[src/rtl/sram_port_a_ctrl.sv]
`default_nettype none
// ============================================================================
// Module   : sram_port_a_ctrl
// Brief    : Port-A bus initiator for the dual-port SRAM. It handles single-beat
//            read/write requests, with read-modify-write for partial writes.
// Revision : 1.0 - initial release
// ============================================================================
module sram_port_a_ctrl #(
   parameter int WIDTH      = 32,
   parameter int DEPTH      = 256,
   parameter int ADDR_WIDTH = $clog2(DEPTH),
   parameter int BE_WIDTH   = WIDTH / 8
) (
   input  logic                  clk_a,
   input  logic                  rst,
   input  logic                  req_valid,
   output logic                  req_ready,
   input  logic                  req_we,
   input  logic [ADDR_WIDTH-1:0] req_addr,
   input  logic [WIDTH-1:0]      req_wdata,
   input  logic [BE_WIDTH-1:0]   req_be,
   output logic                  rsp_valid,
   output logic [WIDTH-1:0]      rsp_rdata,
   output logic                  rsp_err,
   output logic [ADDR_WIDTH-1:0] sram_addr,
   output logic [WIDTH-1:0]      sram_wdata,
   output logic                  sram_we,
   input  logic [WIDTH-1:0]      sram_rdata
);

   typedef enum logic [1:0] {
      ST_IDLE    = 2'd0,
      ST_RD_WAIT = 2'd1,
      ST_RMW     = 2'd2
   } state_t;

   // One extra bit lets a non-power-of-two DEPTH be compared without wrapping.
   localparam logic [ADDR_WIDTH:0] c_depth = (ADDR_WIDTH+1)'(DEPTH);

   state_t                r_state;
   state_t                w_state_nxt;
   logic [ADDR_WIDTH-1:0] r_addr_q;
   logic [WIDTH-1:0]      r_wdata_q;
   logic [BE_WIDTH-1:0]   r_be_q;
   logic                  r_rsp_valid;
   logic                  r_rsp_err;
   logic [WIDTH-1:0]      r_rsp_rdata;

   logic                  w_oor;
   logic                  w_be_full;
   logic                  w_be_none;
   logic                  w_latch;
   logic                  w_we;
   logic                  w_rsp_valid_nxt;
   logic                  w_rsp_err_nxt;
   logic [WIDTH-1:0]      w_rsp_rdata_nxt;
   logic [WIDTH-1:0]      w_merged;

   assign w_oor     = ({1'b0, req_addr} >= c_depth);
   assign w_be_full = &req_be;
   assign w_be_none = ~|req_be;

   for (genvar i = 0; i < BE_WIDTH; i++) begin : g_lane
      assign w_merged[8*i +: 8] = r_be_q[i] ? r_wdata_q[8*i +: 8] : sram_rdata[8*i +: 8];
   end

   always_comb begin
      w_state_nxt     = r_state;
      req_ready       = 1'b0;
      sram_addr       = req_addr;
      sram_wdata      = req_wdata;
      w_we            = 1'b0;
      w_latch         = 1'b0;
      w_rsp_valid_nxt = 1'b0;
      w_rsp_err_nxt   = 1'b0;
      w_rsp_rdata_nxt = r_rsp_rdata;
      case (r_state)
         ST_IDLE: begin
            req_ready = 1'b1;
            if (req_valid) begin
               if (w_oor) begin
                  w_rsp_valid_nxt = 1'b1;
                  w_rsp_err_nxt   = 1'b1;
                  w_rsp_rdata_nxt = '0;
               end else if (!req_we) begin
                  w_latch     = 1'b1;
                  w_state_nxt = ST_RD_WAIT;
               end else if (w_be_full || w_be_none) begin
                  // Zero-enable writes are acknowledged without touching the array.
                  w_we            = w_be_full;
                  w_rsp_valid_nxt = 1'b1;
               end else begin
                  w_latch     = 1'b1;
                  w_state_nxt = ST_RMW;
               end
            end
         end
         ST_RD_WAIT: begin
            sram_addr       = r_addr_q;
            sram_wdata      = w_merged;
            w_rsp_valid_nxt = 1'b1;
            w_rsp_rdata_nxt = sram_rdata;
            w_state_nxt     = ST_IDLE;
         end
         ST_RMW: begin
            sram_addr       = r_addr_q;
            sram_wdata      = w_merged;
            w_we            = 1'b1;
            w_rsp_valid_nxt = 1'b1;
            w_state_nxt     = ST_IDLE;
         end
         default: begin
            w_state_nxt = ST_IDLE;
         end
      endcase
   end

   // Reset gates the strobe directly, so an in-flight RMW cannot commit.
   assign sram_we = w_we & ~rst;

   always_ff @(posedge clk_a or posedge rst) begin
      if (rst) begin
         r_state     <= ST_IDLE;
         r_addr_q    <= '0;
         r_wdata_q   <= '0;
         r_be_q      <= '0;
         r_rsp_valid <= 1'b0;
         r_rsp_err   <= 1'b0;
         r_rsp_rdata <= '0;
      end else begin
         r_state     <= w_state_nxt;
         r_rsp_valid <= w_rsp_valid_nxt;
         r_rsp_err   <= w_rsp_err_nxt;
         r_rsp_rdata <= w_rsp_rdata_nxt;
         if (w_latch) begin
            r_addr_q  <= req_addr;
            r_wdata_q <= req_wdata;
            r_be_q    <= req_be;
         end
      end
   end

   assign rsp_valid = r_rsp_valid;
   assign rsp_err   = r_rsp_err;
   assign rsp_rdata = r_rsp_rdata;

endmodule
`default_nettype wire
[config.mk]
export PLATFORM = sky130hd
export DESIGN_NAME = sram_port_a_ctrl
export DESIGN_NICKNAME = d
export VERILOG_FILES = /design/src/rtl/sram_port_a_ctrl.sv
export SDC_FILE = /design/constraint.sdc
export NUM_CORES = 1
export LEC_CHECK = 0
export ABC_AREA = 1
export CORE_MARGIN = 8
export CORE_UTILIZATION = 48
export DETAILED_ROUTE_END_ITERATION = 10
export PLACE_DENSITY = 0.84
export SETUP_SLACK_MARGIN = 0.02
export SLEW_MARGIN = 40
export SYNTH_ARGS = -nofsm -noshare
export SYNTH_HDL_FRONTEND = slang
export SYNTH_SLANG_ARGS = --single-unit
[constraint.sdc]
create_clock -name clk_a -period 8.5 [get_ports clk_a]
set_clock_uncertainty 0.15 [all_clocks]
set_input_delay 1.7 -clock clk_a [delete_from_list [all_inputs] [get_ports clk_a]]
set_output_delay 1.7 -clock clk_a [all_outputs]
set_load 0.005 [all_outputs]
==> results.yml, run 1 <==
placement:
  hpwlAfterDp_mm: 8.45
  numPortBuffers: 154
  dp.cells: 732
  place_congestion: 0.770
clock_tree:
  clk_pin_slew_ps: 80
  cts_tree: "yes"
  cts_buffers: 9
  clock-root-buffer: "clkbuf_8"
  hold_buffers: 0
  post-cts-setup-buffers: 0
  clock-sinks: 79
  cts_resized: 0
  clk_latency_ps: 350
  ctsHtreeMaxLevel: 3
  clock_path_buffers: 2
timing:
  rsz0062_at_grt: "no"
  whs_ps: 337
  period_minus_slack_ps: 5100
  fin_setup_tns_ps: 0
  fmax_ghz: 0.196
  setup_violations: 0
  finalHoldViolCount: 0
  slew_viol_final: 0
  max_slew.worst_pin.slew_ps: 735
  post-route-period-util: 0.600
  slew_headroom: 0.510
finish:
  final_util: 0.688
  final_nets: 719
  multi_input_area_um2: 1740
  drive_above_1_share: 0.180
  layout_commonest_cell: "clkdlybuf4s50_1"
  fin_cells: 748
  n_antenna_cell: 0
  fillers: 701
  ff_latch_area_um2: 1980
  area_growth_pct: 40.1
  final_cell_mix: "clkdlybuf4s50_1 (154), dfrtp_1 (79), inv_1 (76)"
setup_path:
  crit_required_ps: 6650
  criticalPathCategory: "primary input to primary output"
  critPathCaptureType: "primary output"
  cp-start-kind: "primary input"
  r2r_cells: 8
  arrival_ps: 3250
  cp_max_fo: 3
synthesis:
  synthArstFlopShare: 1.00
  synth-simple-area-share: 0.179
  synth_compound_area_frac: 0.210
  syn_avg_cell_area_um2: 8.50
  seq_area_frac_synth: 0.466
  synthCells: 499
  synth-xor-area-share: 0
  synthAdderAreaFrac: 0.0118
  ys_ff_latch: 79
  syn_area_um2: 4240
  synth_top_family_by_area: "compound AO/OA/AOI/OAI gates"
  ys_warn_count: 0
  synth-edff-count: 0
  syn-num-nets: 583
  ys.flop_type: "dfrtp_1"
  yosys.cell_types.count: 23
  synthMuxAreaShare: 0.00531
power_and_ir_drop:
  switching_share: 0.344
  power_frac_clock: 0.188
  power_density_nw_per_um2: 282
  p_seq_frac: 0.371
  p_comb_frac: 0.441
  p_leak_uw: 0.00274
  p_sw_uw: 577
  ir_drop_mv: 0.154
  p_int_uw: 1100
routing:
  drtIter0Drc: 180
  wl_mm: 11.4
  avgRoutedWirePerCell_um: 15.3
  vias_per_cell: 4.92
  ant_nets: 0
  drc_errors: 0
  dr.pass1.iters: 4
  num_vias: 3677
global_route:
  grt_pass1_wl_mm: 18.5
  grt_max_degree: 80
  grt_usage: 0.195
  antenna_found_initial: 0
  grt.overflow.total: 0
  grt_pass1_vias: 3733
floorplanning:
  die_w_um: 110
  dieHeight_um: 110
  design.core.area_um2: 8640
  rows: 34
  start_util: 0.491
  die_area_um2: 12100
  boundaryPins: 156
worst_hold_path:
  hold_depth: 2
  hold_path_class: "register to register"
run:
  drv.max_cap_violation_count: 0
outcome:
  status: "finished, final reports clean"
==> per-stage QoR <==
stage                     setup slack (ps)  area (µm²)  total power, µW
after floorplan                       4560        4240              982
after global placement                3500        5710             1350
after detailed placement              3420        5720             1380
after CTS                             3410        5940             1690
after global routing                  3310        5940             1790
final                                 3400        5940             1680
==> worst paths after layout <==
kind                       slack, ps                         to               startpoint
max                             3400                    sram_we                   req_we
min                              340    r_addr_q[5]$_DFFE_PP0P_  r_addr_q[5]$_DFFE_PP0P_
max reg2reg                     5800    r_addr_q[4]$_DFFE_PP0P_   r_state[0]$_DFFE_PP0P_
min reg2reg                      340    r_addr_q[5]$_DFFE_PP0P_  r_addr_q[5]$_DFFE_PP0P_
max in group asynchronous       5940  rsp_rdata[16]$_DFFE_PP0N_                      rst
min in group asynchronous       1760     r_state[1]$_DFFE_PP0P_                      rst
==> state kept, by name (all words and copies together), names as in the netlist <==
| signal | flops |
|---|---|
| rsp_valid | 1 |
| r_state | 2 |
| r_be_q | 4 |
| r_wdata_q | 32 |
| rsp_rdata | 32 |
| r_addr_q | 8 |
==> worst max-delay path, stage by stage <==
cell and delay (ps):
clkdlybuf4s50_1 530, inv_1 90, nor2_1 190, a31oi_1 110, nor2_1 110, clkdlybuf4s50_1 510
==> metal layers <==
layer | vias up | part of all wire | global-route usage
met2 | 99 | 0.51 | 0.330
met4 | 0 | 0.015 | 0.0685
li1 | 1843 | - | -
met5 | - | 0 | 0
met1 | 1724 | 0.41 | 0.237
met3 | 11 | 0.066 | 0.0500
==> power by group through the flow <==
stage	clock (µW)	combinational [µW]	sequential, µW
after floorplan	0	381	601
after global placement	0	728	621
after detailed placement	0	747	629
after CTS	320	752	622
after global routing	336	814	643
final	315	740	622
==> cells by family after synthesis <==
group	after synthesis
adders and majority gates	4
muxes	2
buffers and inverters	111
and+or+nand+nor	158
AOI/OAI and AO/OA	144
other	1
DFF	79
==> synth_stat cells (4+ instances only) <==
library cell	instances	area [µm²]
dfrtp_1	79	1980
nand2_2	42	263
ha_1	4	50.1
inv_1	77	289
o21ai_2	40	350
nand2_4	7	78.8
o21ai_0	40	200
buf_12	6	120
nand3_1	7	35.0
clkbuf_1	16	60.1
nor2_1	51	191
buf_2	6	30.0
a21oi_1	31	155
nand2_1	51	191
o21ai_1	16	80.1
o22ai_1	16	100
==> area by class of cell <==
| class | count | area share |
|---|---|---|
| repair buffers | 157 | 0.264 |
| clock buffers | 10 | 0.0232 |
| inverters | 79 | 0.0501 |
| flip-flops and latches | 79 | 0.333 |
| multi-input cells | 309 | 0.293 |
| clock inverters | 6 | 0.0141 |
| well taps | 108 | 0.0227 |
Power figures use the tool's default switching activity.
==> run 2, diff against run 1 <==
--- a/config.mk
+++ b/config.mk
@@ -7,9 +7,9 @@
 export LEC_CHECK = 0
 export ABC_AREA = 1
 export CORE_MARGIN = 8
-export CORE_UTILIZATION = 48
+export CORE_UTILIZATION = 41
 export DETAILED_ROUTE_END_ITERATION = 10
-export PLACE_DENSITY = 0.84
+export PLACE_DENSITY = 0.76
 export SETUP_SLACK_MARGIN = 0.02
 export SLEW_MARGIN = 40
 export SYNTH_ARGS = -nofsm -noshare
==> constraint.sdc (replaced) <==
create_clock -name clk_a -period 4.54 [get_ports clk_a]
set_clock_uncertainty 0.15 [all_clocks]
set_input_delay 0.908 -clock clk_a [delete_from_list [all_inputs] [get_ports clk_a]]
set_output_delay 0.908 -clock clk_a [all_outputs]
set_load 0.005 [all_outputs]
==> results.yml, run 2 (synthesis gave the netlist of run 1 again) <==
outcome:
  status: "finished, final reports clean"
global_route:
  grt_max_degree: 63
  grt.overflow.total: 0
  grt_pass1_wl_mm: 19.2
  antenna_found_initial: 0
  grt_usage: 0.168
  grt_pass1_vias: 3759
setup_path:
  critPathCaptureType: "primary output"
  rrSetupSlack_ps: 2270
  cp_slowest_cell: "ha_2"
  crit_required_ps: 3480
  critical_path_buf_inv_count: 3
  slowest_delay_ps: 770
  reg2reg_from: "r_state[0]$_DFFE_PP0P_"
  criticalPathCategory: "register to primary output"
  cp_max_fo: 42
  arrival_ps: 2730
  cpLargestDelayFamily: "buffers and inverters"
  timing.rr.end: "r_addr_q[3]$_DFFE_PP0P_"
  r2r_cells: 8
  cp-start-kind: "register"
  crit_path_cell_trace: "inv_1, ha_2, buf_12, o21ai_0, o22ai_1, clkdlybuf4s50_1"
placement:
  place_congestion: 0.795
  numPortBuffers: 154
  hpwlAfterDp_mm: 8.45
timing:
  max_slew.worst_pin.slew_ps: 675
  setup_violations: 0
  period_minus_slack_ps: 3790
  slew_viol_final: 0
  finalHoldViolCount: 0
  post-route-period-util: 0.835
  fmax_ghz: 0.264
  slew_headroom: 0.550
  fin_setup_tns_ps: 0
  rsz0062_at_grt: "no"
routing:
  drc_errors: 0
  avgRoutedWirePerCell_um: 14.5
  ant_nets: 0
  wl_mm: 11.3
  drtIter0Drc: 208
  dr.pass1.iters: 5
  num_vias: 3683
  vias_per_cell: 4.74
floorplanning:
  start_util: 0.416
  dieHeight_um: 118
  rows: 37
  boundaryPins: 156
  design.core.area_um2: 10200
  die_w_um: 118
  die_area_um2: 13900
finish:
  ff_latch_area_um2: 1980
  fillers: 871
  multi_input_area_um2: 1740
  layout_commonest_cell: "clkdlybuf4s50_1"
  area_growth_pct: 41.5
  n_antenna_cell: 0
  final_nets: 720
  drive_above_1_share: 0.178
  final_cell_mix: "clkdlybuf4s50_1 (154), dfrtp_1 (79), inv_1 (76)"
clock_tree:
  cts_buffers: 9
  clk_pin_slew_ps: 70
  clock-root-buffer: "clkbuf_8"
  cts_resized: 0
  clock-sinks: 79
  hold_buffers: 0
  post-cts-setup-buffers: 0
  ctsHtreeMaxLevel: 3
  clock_path_buffers: 2
  cts_tree: "yes"
  clk_latency_ps: 330
worst_hold_path:
  hold_path_class: "register to register"
  min_from: "r_addr_q[6]$_DFFE_PP0P_"
  hold_depth: 2
  worstHoldEndpoint: "r_addr_q[6]$_DFFE_PP0P_"
power_and_ir_drop:
  ir_drop_mv: 0.226
  power_density_nw_per_um2: 519
  finalPower_uw: 3120
  p_leak_uw: 0.00273
run:
  drv.max_cap_violation_count: 0
==> run 2: changes by cell type in the layout (fill, tap and decap cells not counted) <==
cell        before  now
clkbuf_1         0    2
buf_12           0    2
buf_6            1    0
clkinvlp_4       0    3
clkinv_2         4    0
clkbuf_8        10    9
==> run 2: worst max-delay path by stage <==
stage                            from                      end  slack (ps)  depth (start not counted)
4_1_cts        r_state[0]$_DFFE_PP0P_             sram_addr[6]         710                          6
2_1_floorplan                     rst  r_addr_q[0]$_DFFE_PP0P_        1460                          1
6_report       r_state[0]$_DFFE_PP0P_            sram_wdata[3]         750                          6
3_5_place_dp                   req_we                  sram_we        1080                          6
3_3_place_gp                   req_we                  sram_we        1110                          6
5_1_grt        r_state[0]$_DFFE_PP0P_            sram_wdata[3]         490                          6
==> run 2: worst reg2reg max path, delay by kind of cell (launching register included) <==
kind | cells | cell delay, ps
compound gates | 1 | 60
fa+ha+maj | 1 | 220
buf+inv | 3 | 620
flops | 1 | 460
simple gates | 3 | 700
==> run 2: metal layers <==
metal  vias to the layer above  track usage  routed length, µm
li1                       1848            -                  -
met2                       105        0.284               5630
met5                         -            0                  0
met1                      1719        0.202               4860
met3                        11       0.0484                639
met4                         0       0.0504                153
==> run 2: stage by stage <==
step,instance area (µm²),hold WS [ps],utilization,setup slack [ps],cells
finish,6000,335,0.589,748,777
global route,6000,343,0.589,487,777
CTS,6000,337,0.589,710,777
detailed placement,5790,318,0.568,1080,761
global placement,5770,314,0.567,1110,761
floorplan,4240,305,-,1460,499
==> run 2: area by class of cell <==
type	instances	share of cell area
sequential	79	0.329
tap	136	0.0284
multi-input combinational	309	0.290
timing repair buffer	158	0.266
clock inverter	5	0.0138
clock buffer	11	0.0219
inverter	79	0.0502
==> run 2: power breakdown <==
group / switching, µW / internal, µW
Clock: 252 / 310
Sequential: 203 / 966
Combinational: 603 / 782
==> run 3, diff against run 2 <==
==> constraint.sdc (replaced) <==
create_clock -name clk_a -period 3.1 [get_ports clk_a]
set_clock_uncertainty 0.15 [all_clocks]
set_input_delay 0.62 -clock clk_a [delete_from_list [all_inputs] [get_ports clk_a]]
set_output_delay 0.62 -clock clk_a [all_outputs]
set_load 0.005 [all_outputs]
==> results.yml, run 3 (synthesis gave the netlist of run 1 again) <==
outcome:
  status: "finished, final reports clean"
floorplanning:
  design.core.area_um2: 10200
  start_util: 0.416
  rows: 37
  dieHeight_um: 118
  boundaryPins: 156
  die_w_um: 118
  die_area_um2: 13900
routing:
  vias_per_cell: 4.80
  num_vias: 3771
  drc_errors: 0
  dr.pass1.iters: 4
  drtIter0Drc: 208
  wl_mm: 11.8
  ant_nets: 0
  avgRoutedWirePerCell_um: 15.1
worst_hold_path:
  hold_depth: 2
  hold_path_class: "register to register"
global_route:
  grt.overflow.total: 0
  antenna_found_initial: 0
  grt_usage: 0.167
  grt_pass1_wl_mm: 19.4
  grt_pass1_vias: 3836
  grt_max_degree: 42
power_and_ir_drop:
  ir_drop_mv: 0.322
  power_density_nw_per_um2: 777
  p_seq_frac: 0.359
  p_int_uw: 3160
  switching_share: 0.336
  power_frac_clock: 0.192
  p_leak_uw: 0.00282
  p_sw_uw: 1600
  p_comb_frac: 0.448
clock_tree:
  hold_buffers: 0
  clock-root-buffer: "clkbuf_8"
  clk_pin_slew_ps: 80
  cts_tree: "yes"
  cts_buffers: 9
  clock_path_buffers: 2
  ctsHtreeMaxLevel: 3
  clk_latency_ps: 340
  clock-sinks: 79
timing:
  slew_headroom: 0.591
  fmax_ghz: 0.340
  slew_viol_final: 0
  fin_setup_tns_ps: 0
  post-route-period-util: 0.948
  period_minus_slack_ps: 2940
  finalHoldViolCount: 0
  setup_violations: 0
  setup_slack_ps: 161
  rsz0062_at_grt: "yes"
  max_slew.worst_pin.slew_ps: 612
finish:
  ff_latch_area_um2: 1980
  n_antenna_cell: 0
  fin_cells: 785
  final_nets: 728
  final_util: 0.601
  final_cell_mix: "clkdlybuf4s50_1 (154), dfrtp_1 (79), inv_1 (76)"
  fillers: 885
  area_growth_pct: 44.4
  layout_commonest_cell: "clkdlybuf4s50_1"
  drive_above_1_share: 0.191
  multi_input_area_um2: 1750
placement:
  place_congestion: 0.798
  dp.cells: 765
  place_ws_ps: 176
  numPortBuffers: 154
  hpwlAfterDp_mm: 8.63
setup_path:
  cpLargestDelayFamily: "buffers and inverters"
  crit_path_cell_trace: "inv_1, ha_4, buf_12, o21ai_0, o22ai_1, clkdlybuf4s50_1"
  cp.depth: 6
  criticalPathCategory: "register to primary output"
  cp_max_fo: 21
  cp-start-kind: "register"
  cp_slowest_cell: "clkdlybuf4s50_1"
  slowest_delay_ps: 540
  critical_path_buf_inv_count: 3
  r2r_cells: 5
  crit_required_ps: 2330
  critPathCaptureType: "primary output"
  arrival_ps: 2170
run:
  drv.max_cap_violation_count: 0
==> run 3: worst paths after layout <==
kind                                                   to  slack, ps                     from
worst max-delay path                        sram_wdata[0]        160   r_state[0]$_DFFE_PP0P_
worst min-delay path              r_addr_q[4]$_DFFE_PP0P_        340  r_addr_q[4]$_DFFE_PP0P_
worst max register to register  rsp_rdata[21]$_DFFE_PP0N_       1090   r_state[1]$_DFFE_PP0P_
worst min register to register    r_addr_q[4]$_DFFE_PP0P_        340  r_addr_q[4]$_DFFE_PP0P_
max in group asynchronous       r_wdata_q[24]$_DFFE_PP0P_       1650                      rst
min in group asynchronous       r_wdata_q[29]$_DFFE_PP0P_        530                      rst
==> run 3: worst reg2reg max path, stage by stage (launching register included) <==
cell	delay (ps)
dfrtp_1	420
inv_1	140
ha_2	550
buf_4	440
nor2_1	110
a21oi_1	130
==> run 3: layout make-up <==
cell class / instances / share of cell area
Clock inverter: 6 / 0.0178
Tap cell: 136 / 0.0278
Clock buffer: 10 / 0.0208
Inverter: 79 / 0.0486
Sequential cell: 79 / 0.323
Multi-Input combinational cell: 309 / 0.285
Timing Repair Buffer: 166 / 0.277
==> run 3: timing repair <==
action / 4_1_cts / 5_1_grt
buffers inserted: 1 / 2
pin swaps: 1 / 1
endpoints found under the setup margin: 31 / 10
cloned: 0 / 1
resized for setup: 1 / 1
==> run 3: per-layer routing <==
metal  track usage  vias to the layer above  part of all wire
met1         0.206                     1790              0.43
met5             0                        -                 0
met4        0.0416                        0            0.0080
li1              -                     1864                 -
met2         0.279                      109              0.50
met3        0.0523                        8             0.064
==> run 3: power by group through the flow <==
stage	Sequential [µW]	Clock [µW]	Combinational, µW
2_1_floorplan	1650	0	1040
3_3_place_gp	1710	0	2050
3_5_place_dp	1730	0	2080
4_1_cts	1710	939	2120
5_1_grt	1750	979	2340
6_report	1710	916	2130
==> run 3: through the flow <==
step / area, µm² / hold slack, ps / power [µW]
after floorplan: 4240 / 305 / 2690
after global placement: 5830 / 316 / 3760
after detailed placement: 5830 / 322 / 3810
after CTS: 6080 / 342 / 4770
after global routing: 6130 / 356 / 5070
final: 6130 / 339 / 4760
